[src/rtl/result_display_ctrl_pkg.sv]
// Shared types and constants for result_display_ctrl and its dwell timer.
package rdc_pkg;

   typedef enum logic [1:0] {
      StIdle,
      StClear,
      StRun,
      StShow
   } state_e;

   localparam logic [1:0]  SLOT_LO       = 2'd0;
   localparam logic [1:0]  SLOT_HI       = 2'd1;
   localparam logic [1:0]  SLOT_BLANK    = 2'd2;
   localparam logic [7:0]  BLANK_BYTE    = 8'h00;
   localparam logic [15:0] TIMEOUT_VALUE = 16'hDEAD;

   // Byte shown on the display pins for a given slot.
   function automatic logic [7:0] slot_byte(input logic [1:0] sel, input logic [15:0] value);
      logic [7:0] b;
      case (sel)
         SLOT_LO: b = value[7:0];
         SLOT_HI: b = value[15:8];
         default: b = BLANK_BYTE;
      endcase
      return b;
   endfunction

endpackage

[src/rtl/result_display_ctrl_if.sv]
// Processor handshake and display bus of result_display_ctrl.
// The controller binds the slave modport; a driver/bench binds master.
interface result_display_ctrl_if;

   logic        start;
   logic        proc_valid;
   logic [15:0] proc_value;
   logic        proc_rst;
   logic        proc_enable;
   logic [7:0]  disp;
   logic [1:0]  byte_sel;
   logic        busy;
   logic        done;
   logic        error;

   modport master (
      output start, proc_valid, proc_value,
      input  proc_rst, proc_enable, disp, byte_sel, busy, done, error
   );

   modport slave (
      input  start, proc_valid, proc_value,
      output proc_rst, proc_enable, disp, byte_sel, busy, done, error
   );

endinterface

[src/rtl/result_display_ctrl_dwell_timer.sv]
// Free-running dwell counter: counts 0..CYCLES-1 and pulses o_wrap on the
// terminal-count cycle, wrapping to 0 on the following edge.
module dwell_timer #(
   parameter int unsigned CYCLES = 8
) (
   input  logic clk,
   input  logic rst_n,
   output logic o_wrap
);

   localparam int unsigned CNT_W = (CYCLES > 1) ? $clog2(CYCLES) : 1;

   logic [CNT_W-1:0] r_count;
   logic             w_wrap;

   assign w_wrap = (r_count == CNT_W'(CYCLES - 1));
   assign o_wrap = w_wrap;

   // Count up, wrapping at terminal count so the counter never overflows.
   always_ff @(posedge clk or negedge rst_n) begin
      if (!rst_n) begin
         r_count <= '0;
      end else if (w_wrap) begin
         r_count <= '0;
      end else begin
         r_count <= r_count + CNT_W'(1);
      end
   end

endmodule

[src/rtl/result_display_ctrl.sv]
// Runs the processor once per start, captures its 16-bit result and cycles
// it over an 8-bit display: low byte, high byte, blank, each held for
// DWELL_CYCLES clocks.
// Optional feature macro: RUN_TIMEOUT_EN (RUN aborts after TIMEOUT_CYCLES,
// result forced to TIMEOUT_VALUE and sticky error raised).
module result_display_ctrl
   import rdc_pkg::*;
#(
   parameter int unsigned DWELL_CYCLES   = 8_000_000,
   parameter int unsigned TIMEOUT_CYCLES = 16_777_215
) (
   input logic                  clk,
   input logic                  rst_n,
   result_display_ctrl_if.slave bus
);

   state_e      r_state, w_state_d;
   logic [15:0] r_result, w_result_d;
   logic [1:0]  r_byte_sel, w_byte_sel_d;
   logic [7:0]  r_disp;
   logic        r_proc_rst, r_proc_en, r_busy, r_done;
   logic        w_wrap;
   logic        w_timeout;
   logic        w_start_run;

   dwell_timer #(
      .CYCLES(DWELL_CYCLES)
   ) u_dwell (
      .clk   (clk),
      .rst_n (rst_n),
      .o_wrap(w_wrap)
   );

   assign w_start_run = ((r_state == StIdle) || (r_state == StShow)) && bus.start;

`ifdef RUN_TIMEOUT_EN
   localparam int unsigned TO_W = $clog2(TIMEOUT_CYCLES + 1);

   logic [TO_W-1:0] r_run_cnt;
   logic            r_error, w_error_d;

   // Cycles spent in the current RUN; idle at zero outside RUN.
   always_ff @(posedge clk or negedge rst_n) begin
      if (!rst_n) begin
         r_run_cnt <= '0;
      end else if (r_state == StRun) begin
         r_run_cnt <= r_run_cnt + TO_W'(1);
      end else begin
         r_run_cnt <= '0;
      end
   end

   assign w_timeout = (r_state == StRun) && (r_run_cnt == TO_W'(TIMEOUT_CYCLES - 1));

   // Sticky error: set on timeout (a same-edge capture wins), cleared entering CLEAR.
   always_comb begin
      w_error_d = r_error;
      if (w_start_run) begin
         w_error_d = 1'b0;
      end else if (w_timeout && !bus.proc_valid) begin
         w_error_d = 1'b1;
      end
   end

   // Error flag register.
   always_ff @(posedge clk or negedge rst_n) begin
      if (!rst_n) begin
         r_error <= 1'b0;
      end else begin
         r_error <= w_error_d;
      end
   end

   assign bus.error = r_error;
`else
   logic w_unused_timeout;

   assign w_unused_timeout = (TIMEOUT_CYCLES == 0);
   assign w_timeout        = 1'b0;
   assign bus.error        = 1'b0;
`endif

   // Next state and result capture.
   always_comb begin
      w_state_d  = r_state;
      w_result_d = r_result;
      unique case (r_state)
         StIdle, StShow: begin
            if (w_start_run) begin
               w_state_d = StClear;
            end
         end
         StClear: begin
            w_state_d = StRun;
         end
         StRun: begin
            if (bus.proc_valid) begin
               w_result_d = bus.proc_value;
               w_state_d  = StShow;
            end else if (w_timeout) begin
               w_result_d = TIMEOUT_VALUE;
               w_state_d  = StShow;
            end
         end
         default: begin
            w_state_d = StIdle;
         end
      endcase
   end

   // Slot advances only on dwell wrap; captures never restart it.
   always_comb begin
      w_byte_sel_d = r_byte_sel;
      if (w_wrap) begin
         w_byte_sel_d = (r_byte_sel == SLOT_BLANK) ? SLOT_LO : r_byte_sel + 2'd1;
      end
   end

   // State, result and registered outputs; outputs are decoded from the
   // next state so they line up with the registered state each cycle.
   always_ff @(posedge clk or negedge rst_n) begin
      if (!rst_n) begin
         r_state    <= StIdle;
         r_result   <= '0;
         r_byte_sel <= SLOT_LO;
         r_disp     <= BLANK_BYTE;
         r_proc_rst <= 1'b1;
         r_proc_en  <= 1'b0;
         r_busy     <= 1'b0;
         r_done     <= 1'b0;
      end else begin
         r_state    <= w_state_d;
         r_result   <= w_result_d;
         r_byte_sel <= w_byte_sel_d;
         r_disp     <= slot_byte(w_byte_sel_d, w_result_d);
         r_proc_rst <= (w_state_d == StClear);
         r_proc_en  <= (w_state_d == StRun);
         r_busy     <= (w_state_d == StClear) || (w_state_d == StRun);
         r_done     <= (r_state == StRun) && (w_state_d == StShow);
      end
   end

   assign bus.proc_rst    = r_proc_rst;
   assign bus.proc_enable = r_proc_en;
   assign bus.disp        = r_disp;
   assign bus.byte_sel    = r_byte_sel;
   assign bus.busy        = r_busy;
   assign bus.done        = r_done;

endmodule

[src/flat_wrapper.sv]
// flat-port wrapper written by rule: the top's interface ports become plain ports
module result_display_ctrl_flat import rdc_pkg::*;
#(
   parameter int unsigned DWELL_CYCLES   = 8_000_000,
   parameter int unsigned TIMEOUT_CYCLES = 16_777_215
)
  (clk, rst_n, bus_start, bus_proc_valid, bus_proc_value, bus_proc_rst, bus_proc_enable, bus_disp, bus_byte_sel, bus_busy, bus_done, bus_error);
  result_display_ctrl_if bus_i ();
  input logic clk;
  input logic rst_n;
  input wire logic [$bits(bus_i.start)-1:0] bus_start;
  input wire logic [$bits(bus_i.proc_valid)-1:0] bus_proc_valid;
  input wire logic [$bits(bus_i.proc_value)-1:0] bus_proc_value;
  output wire logic [$bits(bus_i.proc_rst)-1:0] bus_proc_rst;
  output wire logic [$bits(bus_i.proc_enable)-1:0] bus_proc_enable;
  output wire logic [$bits(bus_i.disp)-1:0] bus_disp;
  output wire logic [$bits(bus_i.byte_sel)-1:0] bus_byte_sel;
  output wire logic [$bits(bus_i.busy)-1:0] bus_busy;
  output wire logic [$bits(bus_i.done)-1:0] bus_done;
  output wire logic [$bits(bus_i.error)-1:0] bus_error;
  assign bus_i.start = bus_start;
  assign bus_i.proc_valid = bus_proc_valid;
  assign bus_i.proc_value = bus_proc_value;
  assign bus_proc_rst = bus_i.proc_rst;
  assign bus_proc_enable = bus_i.proc_enable;
  assign bus_disp = bus_i.disp;
  assign bus_byte_sel = bus_i.byte_sel;
  assign bus_busy = bus_i.busy;
  assign bus_done = bus_i.done;
  assign bus_error = bus_i.error;
  result_display_ctrl #(.DWELL_CYCLES(DWELL_CYCLES), .TIMEOUT_CYCLES(TIMEOUT_CYCLES)) u_core (.clk(clk), .rst_n(rst_n), .bus(bus_i));
endmodule
[config.mk]
export PLATFORM = sky130hd
export DESIGN_NAME = result_display_ctrl_flat
export DESIGN_NICKNAME = d
export VERILOG_FILES = /design/src/rtl/result_display_ctrl_pkg.sv /design/src/rtl/result_display_ctrl_if.sv /design/src/rtl/result_display_ctrl_dwell_timer.sv /design/src/rtl/result_display_ctrl.sv /design/src/flat_wrapper.sv
export SDC_FILE = /design/constraint.sdc
export NUM_CORES = 1
export LEC_CHECK = 0
export ABC_AREA = 1
export ABC_CLOCK_PERIOD_IN_PS = 1540
export BUFFER_PORTS_ARGS = -buffer_cell sky130_fd_sc_hd__buf_2
export CAP_MARGIN = 20
export CORE_ASPECT_RATIO = 0.8
export CORE_MARGIN = 4
export CORE_UTILIZATION = 35
export CTS_CLUSTER_SIZE = 8
export DETAILED_ROUTE_END_ITERATION = 10
export PLACE_DENSITY_LB_ADDON = 0.3
export SLEW_MARGIN = 20
export SYNTH_ARGS = -nofsm -noshare
export SYNTH_HDL_FRONTEND = slang
export SYNTH_SLANG_ARGS = --single-unit
[constraint.sdc]
create_clock -name clk -period 1.54 [get_ports clk]
set_input_delay 0.462 -clock clk [delete_from_list [all_inputs] [get_ports clk]]
set_output_delay 0.462 -clock clk [all_outputs]
set_load 0.1 [all_outputs]
==> flow_summary.toml <==
[clock_tree]
path_clk_slew_ns = 0.10
cts.path.max_buffers = 2
cts_root_buf = "clkbuf_8"
cts_tree = "yes"
htreeDepth = 2
cts_sinks = 55
cts-buffers-inserted = 5
worstSkewPairLatency_ns = 0.31
holdBufCountCts = 0

[floorplan]
coreArea_um2 = 7600
rows = 28
ios = 35
start_util = 0.370
die_h_um = 88.2
die-area_um2 = 9540
die-width_um = 108

[power_and_ir_drop]
p_per_area_nw_per_um2 = 1490
total_power_uw = 5570
leakage_uw = 0.00175
ir_worst_vdd_mv = 1.09

[sta]
slew_viol_final = 0
hold_viol = 0
fin_crit_sh = 1.01
rsz0062_at_grt = "yes"
period_minus_slack_ns = 1.55
finClkSkew_ns = 0.00550
timing.fmax_ghz = 0.643
finalSetupViolations = 6
whs_ns = 0.125
worst_slack_ns = -0.0144

[critical_path]
ff2ff_path_depth = 10
cpMaxStageDelayCell = "dfrtp_2"
cp_data_required_time_ns = 1.80
crit_chain = "inv_2 -> nand2_2 -> nor2_4 -> nand2_1 -> nor2_2 -> nand3_2 -> nand2_8 -> buf_8 -> nand3_2 -> nand2_1"
r2r_start = "u_core.u_dwell.r_count[9]$_DFF_PN0_"
max_stage_delay_ns = 0.45
endpoint_kind = "flip-flop"
arrival_ns = 1.82
reg2reg_to = "u_core.bus.disp[5]$_DFF_PN0_"
r2r_setup_slack_ns = -0.01
critPathMaxFanout = 8
path_delay_family = "simple AND/OR/NAND/NOR gates"
critPathKind = "reg -> reg"
worst-path-buf-inv = 2
critPathLaunchType = "flip-flop"

[detailed_routing]
viasPerCell = 4.60
first_pass_iters = 4
totalWireLength_um = 6340
drc_errors = 0
drt-initial-drc-count = 122
drtAntennaViolNets = 0
post_drt_wl_per_cell_um = 13.2
num_vias = 2206

[finish]
diodes = 0
drive_above_1_share = 0.448
multiInputGateArea_um2 = 1380
final-seq-area_um2 = 1390
fin_util = 0.491
layout_commonest_cell = "nand2_1"
nets = 399
n_fill_cell = 693
final_cell_mix = "nand2_1, dfrtp_1, inv_1"
area_delta_synth_final_pct = 32.7

[outcome]
status = "complete, but fails checks"
violations = "setup timing"

[global_route]
grt_overflow = 0
grt_pass1_wl_um = 10000
grt_max_degree = 56
grt_pass1_vias = 2046
grtUsageTotal = 0.136
grt_antenna_before_repair = 0

[logic_synthesis]
synth-compound-area-share = 0.0191
synth_cells = 307
syn_area_um2 = 2810
ys_ff_latch = 55
synthAdderAreaFrac = 0.0222
synthFlopType = "dfrtp_1"
muxShareOfSynthArea = 0.0641
synth_top_family_by_area = "simple AND/OR/NAND/NOR gates"
synth_top_area_cell = "dfrtp_1"
synth_nets = 332
synthSimpleGateAreaFrac = 0.304
yosys_warnings = 0
synth-async-reset-ratio = 1.00
synth_area_leaders = "dfrtp_1, nand2_1, mux2_2"
synth_area_per_cell_um2 = 9.16
synth_seq_area_share = 0.490
synthXorXnorAreaFrac = 0.0311
synth-edff-count = 0
synth_top_area_share = 0.480
yosysUniqueCellTypes = 33

[place]
hpwl_um = 4410
gp_congestion = 0.838
numPortBuffers = 33

[hold_path]
hold_class = "in -> async"

[flow_run]
cap_violations = 0
where the power goes:
group          internal [uW]  switching, uW
combinational            944           1750
sequential              1850            158
clock                    369            500
final cells by class:
class	count	area share
Sequential cell	55	0.372
Multi-Input combinational cell	206	0.369
Timing Repair Buffer	62	0.152
Inverter	44	0.0449
Tap cell	105	0.0352
Clock buffer	6	0.0221
Clock inverter	2	0.00436
registers in the layout (all words and copies together) (netlist names):
register,count
u_core.bus.disp,8
u_core.bus.busy,1
u_core.bus.done,1
u_core.bus.proc_enable,1
u_core.u_dwell.r_count,23
u_core.bus.proc_rst,1
u_core.bus.byte_sel,2
u_core.r_result,16
u_core.r_state,2
per-layer routing:
metal | track usage | vias up | share of wire
met2 | 0.185 | 52 | 0.41
li1 | - | 1095 | -
met1 | 0.209 | 1052 | 0.52
met4 | 0.0516 | 0 | 0.015
met5 | 0 | - | 0
met3 | 0.0310 | 7 | 0.050
synth_stat cells (2+ instances only):
cell      n
nand3_2  11
nor2_1   32
nand3_4   2
a21oi_1   4
inv_2    11
o21ai_1   2
nor2_2    6
nand2_4   4
nor2_4    2
mux2_2   16
or2_2     2
xor2_1    9
nand4_1   3
inv_1    32
nand2_1  64
nor3_1    6
o21ai_0   3
dfrtp_1  54
ha_1      5
nand3_1  22
nand2_2   5
stage by stage:
stage,setup TNS [ns],cells,worst slack [ns],instance area [um2]
5_1_grt,-0.671,480,-0.0915,3730
3_5_place_dp,-0.168,454,-0.0439,3310
4_1_cts,-0.00198,463,-0.00198,3450
6_report,-0.0618,480,-0.0144,3730
2_1_floorplan,0,307,0.00231,2830
3_3_place_gp,0,454,0.00431,3310
logic make-up after synthesis:
group,Yosys count
AND/OR/NAND/NOR,163
buffers and inverters,47
adder cells (fa/ha/maj),5
flip-flops,55
other,1
multiplexers,16
XOR/XNOR,10
AO/OA/AOI/OAI,10
worst max-delay path by stage:
stage                                              from                           end  depth (start not counted)
floorplan                   u_core.r_state[0]$_DFF_PN0_     u_core.bus.busy$_DFF_PN0_                          6
global placement    u_core.u_dwell.r_count[9]$_DFF_PN0_  u_core.bus.disp[7]$_DFF_PN0_                          9
detailed placement  u_core.u_dwell.r_count[9]$_DFF_PN0_  u_core.bus.disp[2]$_DFF_PN0_                          9
CTS                 u_core.u_dwell.r_count[9]$_DFF_PN0_  u_core.bus.disp[2]$_DFF_PN0_                          9
global route        u_core.u_dwell.r_count[9]$_DFF_PN0_  u_core.bus.disp[0]$_DFF_PN0_                         10
finish              u_core.u_dwell.r_count[9]$_DFF_PN0_  u_core.bus.disp[5]$_DFF_PN0_                         10
what timing repair did:
item | 4_1_cts | 5_1_grt
pin swaps | 2 | 25
cloned | 1 | 1
setup buffers | 0 | 16
setup endpoints to repair | 12 | 26
gates resized for setup | 10 | 40
No activity file was read; power rests on OpenSTA's default activity.
